--- src/rtl/ftdi_pkg.sv ---
// rtl/ftdi_pkg.sv - shared types and constants for the FT232H 245 synchronous FIFO engines
package ftdi_pkg;

  localparam int FTDI_DATA_W = 8;

  typedef enum logic [1:0] {
    IDLE,
    TURN,
    READ
  } rx_state_t;

  typedef enum logic [1:0] {
    TX_IDLE,
    TX_TURN,
    TX_WRITE
  } tx_state_t;

endpackage

--- src/rtl/ft232h_rx_fifo.sv ---
// rtl/ft232h_rx_fifo.sv - single-clock byte FIFO with registered count and registered head output
module ft232h_rx_fifo
  import ftdi_pkg::*;
#(
  parameter int DEPTH = 8
) (
  input  logic                   clk,
  input  logic                   rst,
  input  logic                   push,
  input  logic [FTDI_DATA_W-1:0] din,
  input  logic                   pop,
  output logic [FTDI_DATA_W-1:0] dout,
  output logic [$clog2(DEPTH):0] count,
  output logic                   empty
);

  localparam int AW = $clog2(DEPTH);
  localparam logic [AW:0] ONE = (AW+1)'(1);

  logic [FTDI_DATA_W-1:0] mem [DEPTH];
  logic [AW:0]            wr_ptr;
  logic [AW:0]            rd_ptr;
  logic [AW:0]            rd_ptr_nxt;
  logic                   do_pop;
  logic                   full;

  assign empty      = (count == '0);
  assign full       = (wr_ptr[AW] != rd_ptr[AW]) && (wr_ptr[AW-1:0] == rd_ptr[AW-1:0]);
  assign do_pop     = pop & ~empty;
  assign rd_ptr_nxt = rd_ptr + {{AW{1'b0}}, do_pop};

  always_ff @(posedge clk) begin
    if (push) begin
      mem[wr_ptr[AW-1:0]] <= din;
    end
  end

  // dout always holds the head entry; a push only lands in dout once it becomes the head
  always_ff @(posedge clk) begin
    if (rst) begin
      wr_ptr <= '0;
      rd_ptr <= '0;
      count  <= '0;
      dout   <= '0;
    end else begin
      if (push) begin
        wr_ptr <= wr_ptr + ONE;
      end
      rd_ptr <= rd_ptr_nxt;
      count  <= count + {{AW{1'b0}}, push} - {{AW{1'b0}}, do_pop};
      if (push && (empty || (count == ONE && do_pop))) begin
        dout <= din;
      end else if (do_pop && count > ONE) begin
        dout <= mem[rd_ptr_nxt[AW-1:0]];
      end
    end
  end

  a_no_overflow: assert property (@(posedge clk) disable iff (rst) !(push && full));

endmodule

--- src/rtl/ft232h_rx.sv ---
// rtl/ft232h_rx.sv - FT232H 245 synchronous FIFO receive engine feeding an AXI-Stream master
module ft232h_rx
  import ftdi_pkg::*;
#(
  parameter int DEPTH    = 8,
  parameter int HEADROOM = 2
) (
  input  logic                   ftdi_clk,
  input  logic                   ftdi_rst,
  input  logic                   rxf_n,
  input  logic [FTDI_DATA_W-1:0] data_in,
  output logic                   rd_n,
  output logic                   oe_n,
  input  logic                   rd_en,
  output logic                   busy,
  output logic [FTDI_DATA_W-1:0] m_axis_tdata,
  output logic                   m_axis_tvalid,
  input  logic                   m_axis_tready
);

  localparam int CW = $clog2(DEPTH) + 1;
  localparam logic [CW-1:0] DEPTH_V = CW'(DEPTH);
  localparam logic [CW:0]   HEAD_V  = (CW+1)'(HEADROOM);

  rx_state_t      state;
  logic [CW-1:0]  count;
  logic [CW-1:0]  free;
  logic [CW:0]    room_next;
  logic           fifo_empty;
  logic           capture;
  logic           pop;

  assign free          = DEPTH_V - count;
  assign pop           = m_axis_tvalid & m_axis_tready;
  assign capture       = (state == READ) & ~rd_n & ~rxf_n;
  // free space after this edge; HEADROOM >= 1 keeps a slot for the terminating-edge byte
  assign room_next     = {1'b0, free} + {{CW{1'b0}}, pop} - {{CW{1'b0}}, capture};
  assign m_axis_tvalid = ~fifo_empty;

  always_ff @(posedge ftdi_clk) begin
    if (ftdi_rst) begin
      state <= IDLE;
      rd_n  <= 1'b1;
      oe_n  <= 1'b1;
      busy  <= 1'b0;
    end else begin
      case (state)
        IDLE: begin
          if (rd_en && !rxf_n && {1'b0, free} >= HEAD_V) begin
            oe_n  <= 1'b0;
            busy  <= 1'b1;
            state <= TURN;
          end
        end
        TURN: begin
          if (rd_en && !rxf_n) begin
            rd_n  <= 1'b0;
            state <= READ;
          end else begin
            oe_n  <= 1'b1;
            busy  <= 1'b0;
            state <= IDLE;
          end
        end
        READ: begin
          if (!(rd_en && !rxf_n && room_next >= HEAD_V)) begin
            rd_n  <= 1'b1;
            oe_n  <= 1'b1;
            busy  <= 1'b0;
            state <= IDLE;
          end
        end
        default: begin
          rd_n  <= 1'b1;
          oe_n  <= 1'b1;
          busy  <= 1'b0;
          state <= IDLE;
        end
      endcase
    end
  end

  ft232h_rx_fifo #(
    .DEPTH (DEPTH)
  ) u_fifo (
    .clk   (ftdi_clk),
    .rst   (ftdi_rst),
    .push  (capture),
    .din   (data_in),
    .pop   (pop),
    .dout  (m_axis_tdata),
    .count (count),
    .empty (fifo_empty)
  );

endmodule

--- config.mk ---
export PLATFORM = sky130hd
export DESIGN_NAME = ft232h_rx
export DESIGN_NICKNAME = d
export VERILOG_FILES = /design/src/rtl/ftdi_pkg.sv /design/src/rtl/ft232h_rx_fifo.sv /design/src/rtl/ft232h_rx.sv
export SDC_FILE = /design/constraint.sdc
export NUM_CORES = 1
export LEC_CHECK = 0
export ABC_CLOCK_PERIOD_IN_PS = 2800
export CAP_MARGIN = 5
export CORE_MARGIN = 1.5
export CORE_UTILIZATION = 58
export CTS_CLUSTER_DIAMETER = 60
export DETAILED_ROUTE_END_ITERATION = 16
export PLACE_DENSITY_LB_ADDON = 0.2
export SETUP_SLACK_MARGIN = 0.5
export SLEW_MARGIN = 20
export SYNTH_ARGS = -nofsm -noshare
export SYNTH_HDL_FRONTEND = slang
export SYNTH_SLANG_ARGS = --single-unit
export TNS_END_PERCENT = 5
--- constraint.sdc ---
create_clock -name ftdi_clk -period 2.8 [get_ports ftdi_clk]
set_input_delay 0.42 -clock ftdi_clk [delete_from_list [all_inputs] [get_ports ftdi_clk]]
set_output_delay 0.42 -clock ftdi_clk [all_outputs]
set_load 0.05 [all_outputs]
# Yosys cells after proc, flatten, opt, wreduce, memory -nomap -nowiden
# Memories as Yosys holds them, arrays and structs flattened.
# Cells that the tools add are included.
totals:
  register_bits: 25
  ramBits: 64
  in_bits: 13
  out_inout_bits: 12
  word_cells: 66
  memories: 1
memory_table:
  columns: ["memory", "depth", "word_bits", "rd", "rd_ports_with_merged_regs", "write_ports", "line_no", "text"]
  rows:
  - ["u_fifo.mem", 8, 8, 1, 0, 1, "ft232h_rx_fifo.sv:20", "logic [FTDI_DATA_W-1:0] mem [DEPTH];"]
op_classes:
  add_sub_neg: 7
  order_cmp: 3
  n_eq_ne: 7
  mux: 18
  bitwise: 8
  reduce_logical: 14
ops:
  columns: ["operator", "n"]
  rows:
  - ["$mux W8", 2]
  - ["$mux W1", 9]
  - ["$pmux W1 S3", 3]
  - ["$add A4 B1 Y4", 2]
  - ["$ne A2 B2 Y1 const B", 4]
  - ["$logic_and A1 B1 Y1", 6]
  - ["$mux W2", 3]
  - ["$pmux W2 S3", 1]
  - ["$reduce_and A3 Y1", 2]
  - ["$add A4 B1 Y5", 1]
  - ["$ge A5 B2 Y1 const B", 1]
  - ["$sub A5 B1 Y5", 1]
  - ["$add A4 B1 Y4 const B", 1]
  - ["$and A1 B1 Y1", 4]
  - ["$eq A4 B1 Y1 const B", 1]
  - ["$ge A4 B2 Y1 const B", 1]
  - ["$gt A4 B1 Y1 const B", 1]
  - ["$logic_not A4 Y1", 1]
  - ["$not A1 Y1", 4]
  - ["$sub A4 B1 Y4", 1]
  - ["$sub A4 B4 Y4 const A", 1]
  - ["$eq A2 B1 Y1 const B", 1]
  - ["$eq A2 B2 Y1 const B", 1]
  - ["$logic_not A2 Y1", 1]
  - ["other kinds (4)", 4]

# Longest topological paths before layout
depth:
  word_depth: 9
  depth_mapped: 13
  depth_no_buf: 13

# By module
# From an unflattened synthesis, not the netlist that was laid out.
hier_totals:
  cells_unflattened: 285
  area_unflattened_um2: 3861.2
modules_own_cells:
  columns: ["mod", "n_inst", "cells_per_inst", "area_per_inst_um2", "seq_area_each_um2"]
  rows:
  - ["ft232h_rx_fifo", 1, 224, 3354.5, 2282.2]
  - ["ft232h_rx", 1, 61, 506.7, 100.1]

# Least setup slack after synthesis
# Ideal clock, no wire load.
synth_path:
  path_kind: "register to register"
  start: "reg u_fifo.count[1]"
  end: "reg state[1]"
  setup_ns: 0.086
  arrival_ns: 2.850
  required_ns: 2.714
  slack_ns: -0.136
  path_stages_with_launch: 14
  n_path_buf: 0
  period_less_slack_ns: 2.936
  cell_sequence: "dfxtp_1 inv_1 ha_1 nand2_1 nand2_1 xnor2_1 ha_1 inv_1 fa_1 nand2b_1 a21oi_1 xor2_1 o311ai_1 a211oi_1"
synth_between:
  elab_chain_cells: 9
  elab_cells_between_ends: 13
  cone_classes: "add/sub: 3; order compare: 2; eq/ne: 2; bitwise: 2; reduce/logical: 4"
synth_rtl:
  columns: ["element", "line_no", "text"]
  rows:
  - ["from (decl)", "ft232h_rx_fifo.sv:13", "output logic [$clog2(DEPTH):0] count,"]
  - ["from (signal assigned)", "ft232h_rx_fifo.sv:50", "count <= count + {{AW{1'b0}}, push} - {{AW{1'b0}}, do_pop};"]
  - ["$logic_not A4 Y1", "ft232h_rx_fifo.sv:27", "assign empty = (count == '0);"]
  - ["$not A1 Y1", "ft232h_rx.sv:38", "assign m_axis_tvalid = ~fifo_empty;"]
  - ["named net m_axis_tvalid", "ft232h_rx.sv:17", "output logic m_axis_tvalid,"]
  - ["$and A1 B1 Y1", "ft232h_rx.sv:34", "assign pop = m_axis_tvalid & m_axis_tready;"]
  - ["$add A4 B1 Y5", "ft232h_rx.sv:37", "assign room_next = {1'b0, free} + {{CW{1'b0}}, pop} - {{CW{1'b0}}, capture};"]
  - ["$sub A5 B1 Y5", "ft232h_rx.sv:37", null]
  - ["$ge A5 B2 Y1", "ft232h_rx.sv:66", "if (!(rd_en && !rxf_n && room_next >= HEAD_V)) begin"]
  - ["$logic_and A1 B1 Y1", "ft232h_rx.sv:66", null]
  - ["$ne A2 B2 Y1 (no source line)", null, null]
  - ["$reduce_and A2 Y1 (no source line)", null, null]
  - ["to (signal assigned)", "ft232h_rx.sv:62", "state <= IDLE;"]
  - ["to (signal assigned)", "ft232h_rx.sv:70", "state <= IDLE;"]
  - ["to (signal assigned)", "ft232h_rx.sv:77", "state <= IDLE;"]
  - ["to (decl)", "ft232h_rx.sv:25", "rx_state_t state;"]
# The timed path passes the listed nets, and every way through them passes these cells.
# A chain may end at the register's enable or synchronous reset.

# Final worst setup path
layout_path:
  start: "reg u_fifo.count[1]"
  end: "reg state[1]"
layout_between:
  elab_chain_cells: 9
  elab_cells_between_ends: 13
  cone_classes: "add/sub: 3; order compare: 2; eq/ne: 2; bitwise: 2; reduce/logical: 4"
layout_rtl:
  columns: ["element"]
  rows:
  - ["branches (longest 8 deep; another with $add A4 B1 Y5)"]
  - ["$reduce_and A2 Y1 (no source line) (*)"]
# Every way passes the cells marked *.

==> flow_summary.toml <==
[critical_path]
path_cells = "inv_4, ha_4, nand2_8, nand2_4, xnor2_2, ha_2, inv_1, fa_2, nand2b_4, a21oi_4, xor2_4, o311ai_2, a211oi_1"
rr_startpoint = "u_fifo.count[1]$_SDFF_PP0_"
critPathKind = "reg2reg"
reg2reg_depth = 13
endpoint = "state[1]$_SDFFE_PP0P_"
slowest_delay_ns = 0.36
worstSetupStartpoint = "u_fifo.count[1]$_SDFF_PP0_"
r2r_setup_slack_ns = 0.37
timing.rr.end = "state[1]$_SDFFE_PP0P_"
crit_path_start_kind = "flip-flop"
cp-end-kind = "flip-flop"
crit_arrival_ns = 2.70
required_ns = 3.07
critical-path-slowest-cell = "dfxtp_4"
path_max_fanout = 5

[status]
outcome = "complete, no violations"

[timing]
setup_viol_count_final = 0
timing.fmax_mhz = 411
relSlewSlack = 0.563
rsz0062_at_grt = "yes"
tns_ns = 0
fin_crit_sh = 0.868
skew_ns = 0.0148
period_minus_slack_ns = 2.43
hold_violations = 0
timing.hold.ws_ns = 0.489
tightest_slew_ns = 0.653
slew_viol_final = 0

[route]
dr.pass1.iters = 4
wirelength_mm = 7.03
wire_per_inst_um = 17.6
drtIter0Drc = 161
route.detailed.drc = 0
ant_nets = 0
dr_total_vias = 2305
vias_per_cell = 5.76

[synth]
synth-simple-area-share = 0.0864
synth_compound_area_frac = 0.0621
synth_edf_count = 64
ys_types = 45
syn-cell-area_um2 = 3870
yosys_most_used_dff = "edfxtp_1"
synth_top_family_by_area = "multiplexers"
synthesis.nets = 299
synth_fa_ha_area_frac = 0.0718
netlist_instances = 265
postSynthAreaPerCell_um2 = 14.6
ys_seq_area_frac = 0.616
yosys_register_bits = 87
async_flop_share = 0
ys_warn_count = 0
synthMuxAreaShare = 0.105
synthXorXnorAreaFrac = 0.0291

[clock_tree]
cts_max_level = 3
cts_sinks = 87
cts_root_buf = "clkbuf_8"
cts_tree = "built"
clk_latency_ns = 0.36
clk_transition_reported_paths_ns = 0.09
clock_path_buffers = 2
ctsHoldBuffers = 0
cts_buffers = 9

[place]
hpwl_mm = 4.61
numPortBuffers = 24
dpl.cell_count = 374
place.gp.congestion = 0.817
dpl_cell_area_um2 = 4350

[layout]
final_nets = 352
fin_cells = 400
syn2layout_area_growth_pct = 21.9
drive_above_1_share = 0.241
fin_area_um2 = 4710
diodes = 0

[grt]
grt_usage = 0.212
grt_overflow = 0
grt_max_degree = 17
antenna_found_initial = 0
grt_pass1_wl_mm = 11.3
grt_pass1_vias = 2242

[pwr]
clock_power_share = 0.155
power_density_nw_per_um2 = 1090
share_comb_of_total_power = 0.543
p_leak_nw = 1.68
irDropWorstVdd_v = 0.000873
p_sw_w = 0.00198
finalPower_w = 0.00512
swShare = 0.387
p_int_w = 0.00314
seq_power_share = 0.302

[floorplan]
pin_count = 25
die_x_um = 84.7
start_util = 0.606
die_y_um = 84.7
rows = 29
die_area_um2 = 7170
core_region_area_um2 = 6390

[job]
cap_violations = 0

[worst_hold_path]
hp-class = "reg2reg"
[logic make-up (layout without fill, tap and decap cells)]
group	after synthesis	count (layout)
xor+xnor	12	12
simple gates	71	71
mux	18	18
fa+ha+maj	21	21
compound gates	34	34
flops	87	87
buf+inv	22	80
[layout by cell type, fill, tap and decap left out, drive strengths merged, types with 3 or more instances in the layout]
| cell | synthesis | layout |
|---|---|---|
| dfxtp | 23 | 23 |
| nand2b | 8 | 8 |
| nor3 | 4 | 4 |
| xnor2 | 7 | 7 |
| a221o | 7 | 7 |
| xor2 | 5 | 5 |
| inv | 13 | 16 |
| ha | 19 | 19 |
| nor2 | 20 | 20 |
| nor2b | 5 | 5 |
| o21ai | 3 | 3 |
| clkbuf | 1 | 10 |
| a21oi | 12 | 12 |
| edfxtp | 64 | 64 |
| buf | 7 | 25 |
| clkdlybuf4s50 | 0 | 23 |
| mux4 | 16 | 16 |
| nand2 | 27 | 27 |
[layout make-up]
type                            count  area [µm²]
Sequential cell                    87        2400
Fill cell                         394        1670
Multi-Input combinational cell    156        1510
Timing Repair Buffer               50         472
Clock buffer                       10         128
Tap cell                           77        96.3
Inverter                           14        55.1
Clock inverter                      6        50.0
[critical path, delay by kind of cell (launching register included)]
kind / cells / cell delay (ns)
AOI/OAI and AO/OA: 3 / 0.51
xor gates and xnor gates: 2 / 0.37
adders and majority gates: 3 / 0.71
buffers and inverters: 2 / 0.10
DFF: 1 / 0.36
and+or+nand+nor: 3 / 0.29
[Yosys cell counts, types with 2 or more instances]
| master | n | area (µm²) |
|---|---|---|
| nor3_1 | 4 | 20.0 |
| a21o_1 | 2 | 15.0 |
| nor2b_1 | 5 | 31.3 |
| buf_2 | 3 | 15.0 |
| nor2_1 | 20 | 75.1 |
| a21oi_1 | 12 | 60.1 |
| mux4_1 | 7 | 184 |
| mux4_2 | 9 | 203 |
| a221o_1 | 7 | 70.1 |
| ha_1 | 19 | 238 |
| nor4_1 | 2 | 12.5 |
| dfxtp_1 | 23 | 460 |
| fa_1 | 2 | 40.0 |
| nand2_1 | 27 | 101 |
| xnor2_1 | 6 | 52.6 |
| o21ai_0 | 2 | 10.0 |
| inv_1 | 12 | 45.0 |
| xor2_1 | 5 | 43.8 |
| nand2b_1 | 8 | 50.1 |
| edfxtp_1 | 64 | 1920 |
| mux2i_1 | 2 | 20.0 |
[per-stage QoR]
stage | setup WS [ns] | util
after CTS | 0.394 | 0.734
after global routing | 0.261 | 0.738
after global placement | -0.140 | 0.682
final | 0.369 | 0.738
after detailed placement | -0.211 | 0.682
after floorplan | 0.387 | -
[routing by layer]
metal / GRT usage / vias to the layer above / routed length [µm]
li1: - / 1103 / -
met2: 0.333 / 68 / 3310
met1: 0.296 / 1118 / 3210
met4: 0.0924 / 0 / 173
met5: 0 / - / 0
met3: 0.0334 / 16 / 331
[state kept, by name, indices dropped and copies added (netlist names)]
register       cells
u_fifo.count       4
u_fifo.mem        64
state              2
oe_n               1
u_fifo.rd_ptr      3
busy               1
u_fifo.wr_ptr      3
rd_n               1
u_fifo.dout        8
[worst min path at each step]
stage | start | to | slack (ns) | cells past startpoint
global placement | u_fifo.dout[1]$_SDFFE_PP0P_ | u_fifo.dout[1]$_SDFFE_PP0P_ | 0.47 | 1
detailed placement | u_fifo.dout[1]$_SDFFE_PP0P_ | u_fifo.dout[1]$_SDFFE_PP0P_ | 0.47 | 1
finish | u_fifo.dout[1]$_SDFFE_PP0P_ | u_fifo.dout[1]$_SDFFE_PP0P_ | 0.49 | 1
CTS | u_fifo.dout[1]$_SDFFE_PP0P_ | u_fifo.dout[1]$_SDFFE_PP0P_ | 0.49 | 1
floorplan | u_fifo.wr_ptr[0]$_SDFFE_PP0P_ | u_fifo.wr_ptr[0]$_SDFFE_PP0P_ | 0.47 | 2
global route | u_fifo.dout[1]$_SDFFE_PP0P_ | u_fifo.dout[1]$_SDFFE_PP0P_ | 0.51 | 1
[power by group through the flow]
stage	Combinational (W)	Clock, W	Sequential, W
finish	0.00278	0.000792	0.00155
global route	0.00302	0.000857	0.00156
CTS	0.00266	0.000803	0.00155
detailed placement	0.00228	0	0.00158
global placement	0.00223	0	0.00157
floorplan	0.00169	0	0.00173
[repair_timing]
action	in CTS	in global routing
setup buffers	9	0
pin swaps	8	2
resized for setup	17	4
endpoints found under the setup margin	13	12
gates cloned	1	0
(Power assumes the default switching activity.)
==> RTL change 1 (config.mk and constraints unchanged) <==
Make the reset (`ftdi_rst` and `rst`) asynchronous in 2 clocked blocks.
--- a/src/rtl/ft232h_rx_fifo.sv
+++ b/src/rtl/ft232h_rx_fifo.sv
@@ -37,5 +37,5 @@
 
   // dout always holds the head entry; a push only lands in dout once it becomes the head
-  always_ff @(posedge clk) begin
+  always_ff @(posedge clk or posedge rst) begin
     if (rst) begin
       wr_ptr <= '0;
--- a/src/rtl/ft232h_rx.sv
+++ b/src/rtl/ft232h_rx.sv
@@ -38,5 +38,5 @@
   assign m_axis_tvalid = ~fifo_empty;
 
-  always_ff @(posedge ftdi_clk) begin
+  always_ff @(posedge ftdi_clk or posedge ftdi_rst) begin
     if (ftdi_rst) begin
       state <= IDLE;
Check against the original RTL: differs if ftdi_rst is asserted again (counterexample within 4 cycles, from zero or initial values and one cycle with ftdi_rst high); with ftdi_rst held inactive, the same outputs for 10 cycles.
==> RTL change 1 against the original RTL <==
Sequential share of layout area rose by 3.1 points. Power up 4.3%. Maximum frequency down 8.9%. Wire length increased by 2.1%. Clock power fell by 2%. Final area down 1.9%. Synthesized area is 0.78% lower. First-iteration DRC count rose by 31%. Sequential cell count unchanged. Synthesized cell count fell by 8.3%. Sequential power increased by 8%. Combinational power rose by 4%. Worst setup slack worse by 0.24 ns. Die area is 0.75% lower. Critical path type unchanged. Critical endpoint is now oe_n. Largest cell class unchanged. Largest power group unchanged.
==> RTL change 1: results (changes against the original RTL) <==
- Total CTS buffers: 9 (unchanged)
- Post-synth EDFFs: 64 (unchanged)
- Mapped Nets: 277 (-7.4%)
- # diodes: 0 (unchanged)
- LEAKAGE: 0.00175 uW (+4.5%)
- Pre-antenna DRT Iters: 4 (unchanged)
- Status: completed
- Slew @ Worst Pin: 0.533 ns (-0.120 ns)
- Critical-path top delay cell: or4_4
- Vias: 2212 (-4.0%)
- Post-synth ARST share: 0.264 (+0.264)
- Hold WC Path Type: in -> async
- Seq/Total Area, Yosys: 0.651 (+0.0355)
- Main flop type after synthesis: edfxtp_1
- Largest net degree at the start of global routing: 24 (+7)
- Placer congestion estimate: 0.766 (-6.2%)
- Number of flip-flops in the largest register: 64 (unchanged)
- Layout cell share with drive strength beyond 1: 0.275 (+0.0330)
- Max VDD drop: 0.00117 V (+34%)
- Global-route total usage across every layer: 0.227 (+0.0152)
- Crit path DAT: 2.96 ns (+0.26 ns)
- Kind of critical path: reg -> reg
- Clk buf depth: 2 (unchanged)
- Worst-path clk slew: 0.09 ns (about the same)
- First-pass GRT wire length: 11900 um (+5.3%)
- Max FO, Critical Path: 2 (-3)
- Reg2Reg Depth: 11 (-2)
- Root buffer cell: clkbuf_8
- Total of fill cells in the finished design: 431 (+9.4%)
- CP peak stage delay: 0.44 ns (+0.08 ns)
- Clk_skew: 0.0116 ns (-0.00316 ns)
- Synth top area cells: edfxtp_1 50%, dfrtp_1 14%, mux4_2 9.4%, ha_1 6.2%, nand2_1 2.5%
- Post-synth cell types: 36 (-20%)
- Synthesis Warnings: 0 (unchanged)
- Port Buffer Count: 24 (unchanged)
- Vias in the first global route: 2312 (+3.1%)
- H-tree Lvls: 3 (unchanged)
- Post-synth top cells: 64 x edfxtp_1, 26 x nand2_1, 21 x dfrtp_1
- HPWL after DPL: 5110 um (+11%)
- Drt wl/cell: 18.8 um (+6.7%)
- Skew-Pair Late Insertion Delay: 0.35 ns
- Antenna violations before repair: 0 (unchanged)
- Reg2reg start: state[0]
- Fin nets: 335 (-4.8%)
- Initial DRC count: 211 (+31%)
[RTL change 1: changes by cell type after synthesis, moves of 3 or more]
cell      before  now
buf_2          3    0
dfrtp_1        0   21
dfxtp_1       23    0
inv_1         12   15
mux4_1         7    0
mux4_2         9   16
nand2b_1       8    5
nor2_1        20   11
nor2b_1        5    1
[RTL change 1: cells by family after synthesis]
group,share of synthesized area
AO/OA/AOI/OAI,0.0610
XOR/XNOR,0.0293
adder cells (fa/ha/maj),0.0724
buffers and inverters,0.0228
flip-flops,0.651
multiplexers,0.0968
AND/OR/NAND/NOR,0.0662
[RTL change 1: worst max-delay path, delay by kind of cell, from the launching register on]
kind	cells	cell delay, ns
AND/OR/NAND/NOR	3	0.83
adder cells (fa/ha/maj)	2	0.53
flip-flops	1	0.43
AO/OA/AOI/OAI	2	0.40
buffers and inverters	2	0.21
XOR/XNOR	2	0.21
[RTL change 1: final cells by class]
cell class                      count  area [sq um]  share of cell area
Sequential cell                    87          2500               0.541
Timing Repair Buffer               52           474               0.102
Inverter                           16          60.1              0.0130
Tap cell                           77          96.3              0.0208
Clock inverter                      5          32.5             0.00703
Multi-Input combinational cell    135          1320               0.286
Clock buffer                       11           141              0.0306
[RTL change 1: worst paths after layout]
kind	end	slack (ns)
max	oe_n	0.13
max reg2reg	oe_n	0.13
min reg2reg	u_fifo.wr_ptr[2]	0.50
max in group asynchronous	rd_n	2.09
min in group ftdi_clk	u_fifo.wr_ptr[2]	0.50
min	busy	0.41
[RTL change 1: through the flow]
step                      TNS, ns  cells  hold slack [ns]  cell area, sq um  worst slack (ns)
after global routing            0    383            0.459              4630            0.0235
final                           0    383            0.412              4630             0.132
after floorplan                 0    243            0.420              3890            0.0563
after CTS                       0    383            0.410              4610             0.132
after global placement     -0.887    364            0.474              4410            -0.324
after detailed placement    -1.08    364            0.482              4410            -0.364
[RTL change 1: power breakdown]
| part | total, uW | switching [uW] | internal, uW | leakage (uW) |
|---|---|---|---|---|
| logic | 2880 | 1480 | 1400 | 0.000815 |
| clock network | 777 | 432 | 345 | 0.0000834 |
| registers | 1680 | 121 | 1560 | 0.000855 |
| total | 5340 | 2030 | 3310 | 0.00175 |
[RTL change 1: timing repair]
action | in CTS | in global routing
setup buffers | 3 | 0
gates resized for setup | 5 | 3
pin swaps | 2 | 0
setup endpoints to repair | 13 | 14
[RTL change 1: metal layers]
layer	wire length (um)	up-vias	global-route usage
li1	-	1026	-
met1	3160	1110	0.322
met2	3480	64	0.358
met3	395	12	0.0305
met4	151	0	0.101
met5	0	-	0
==> RTL change 2 (same flow settings) <==
Without the edit above. The package constant `FTDI_DATA_W` goes from 8 to 10.
--- a/src/rtl/ftdi_pkg.sv
+++ b/src/rtl/ftdi_pkg.sv
@@ -2,5 +2,5 @@
 package ftdi_pkg;
 
-  localparam int FTDI_DATA_W = 8;
+  localparam int FTDI_DATA_W = 10;
 
   typedef enum logic [1:0] {
Ports: changed (resized data_in and m_axis_tdata); port bits go from 25 to 29. No check against the original RTL was run, so the function may have changed too.
==> RTL change 2 against the original RTL <==
First-iteration DRC count fell by 18%. Worst setup slack got worse by 0.036 ns. Hold slack better by 0.046 ns. Power grew 7.4%. Sequential cell count up 18. Wire length rose by 27%. Critical endpoint is now busy. Synthesized area rose by 17%. Global-route usage up 2.0 points. Largest power group unchanged. Final area increased by 17%. Sequential power grew 19%. Clock skew fell by 0.0037 ns. Largest cell class unchanged. Highest routed layer unchanged.
==> RTL change 2: results (changes against the original RTL) <==
- Xor and xnor area share after synthesis: 0.0212 (-0.00790)
- Drt wl/cell: 19.6 um (+11%)
- Dpl ws: -0.253 ns (-0.0425 ns)
- Slew @ Worst Pin: 1.00 ns (+0.349 ns)
- Initial DRC count: 132 (-18%)
- Largest net degree at the start of global routing: 22 (+5)
- NetSw: 1910 uW (-3.4%)
- Placed insts: 431 (+15%)
- Layout cell share with drive strength beyond 1: 0.235 (-0.00636)
- Status: completed
- Crit path DAT: 2.74 ns (+0.04 ns)
- Max VDD drop: 0.000549 V (-37%)
- Clk_skew: 0.0111 ns (-0.00373 ns)
- Crit path to: busy
- Delay-heaviest family, CP: simple AND/OR/NAND/NOR gates
- Post-synth top cells: 80 x edfxtp_1, 25 x dfxtp_1, 20 x nor2_1
- Post-synth cell types: 33 (-27%)
- Mapped Cells: 286 (+7.9%)
- Reg-to-reg setup timing slack: 0.33 ns (-0.04 ns)
- Adder-cell share of the synthesized area: 0.0612 (-0.0107)
- LEAKAGE: 0.00198 uW (+18%)
- Synth top area cells: edfxtp_1 53%, dfxtp_1 11%, mux4_1 11%, ha_1 5.2%, mux2_2 2.5%
- Reg2Reg Depth: 10 (-3)
- HP Start: u_fifo.wr_ptr[0]
- Total of fill cells in the finished design: 496 (+26%)
- WHS: 0.535 ns (+0.0463 ns)
- Seq/Total Area, Yosys: 0.639 (+0.0231)
- Max FO, Critical Path: 4 (-1)
- Post-synth EDFFs: 80 (+25%)
- Met3 Usage GRT: 0.0461 (+0.0126)
==> RTL change 2: cell count changes after synthesis, moves of 8 or more <==
cell | unedited run | this run
mux2_2 | 0 | 10
mux4_2 | 9 | 1
nand2_1 | 27 | 18
mux4_1 | 7 | 19
a22oi_1 | 0 | 10
edfxtp_1 | 64 | 80
==> RTL change 2: area by class of cell <==
| class | instances | area [sq um] | area share |
|---|---|---|---|
| sequential | 105 | 2920 | 0.529 |
| multi-input combinational | 156 | 1620 | 0.293 |
| timing repair buffer | 62 | 588 | 0.107 |
| clock buffer | 11 | 141 | 0.0256 |
| tap | 102 | 128 | 0.0231 |
| clock inverter | 5 | 62.6 | 0.0113 |
| inverter | 14 | 57.6 | 0.0104 |
==> RTL change 2: worst min-delay path, cell delays in order, from the launching register on <==
cell and delay (ns):
dfxtp_1 0.35, nand2b_1 0.08, a21oi_1 0.06
==> RTL change 2: per-layer routing <==
layer	wire length, um	part of all wire
met1	3860	0.43
met3	400	0.045
met2	4530	0.51
met5	0	0
met4	120	0.013
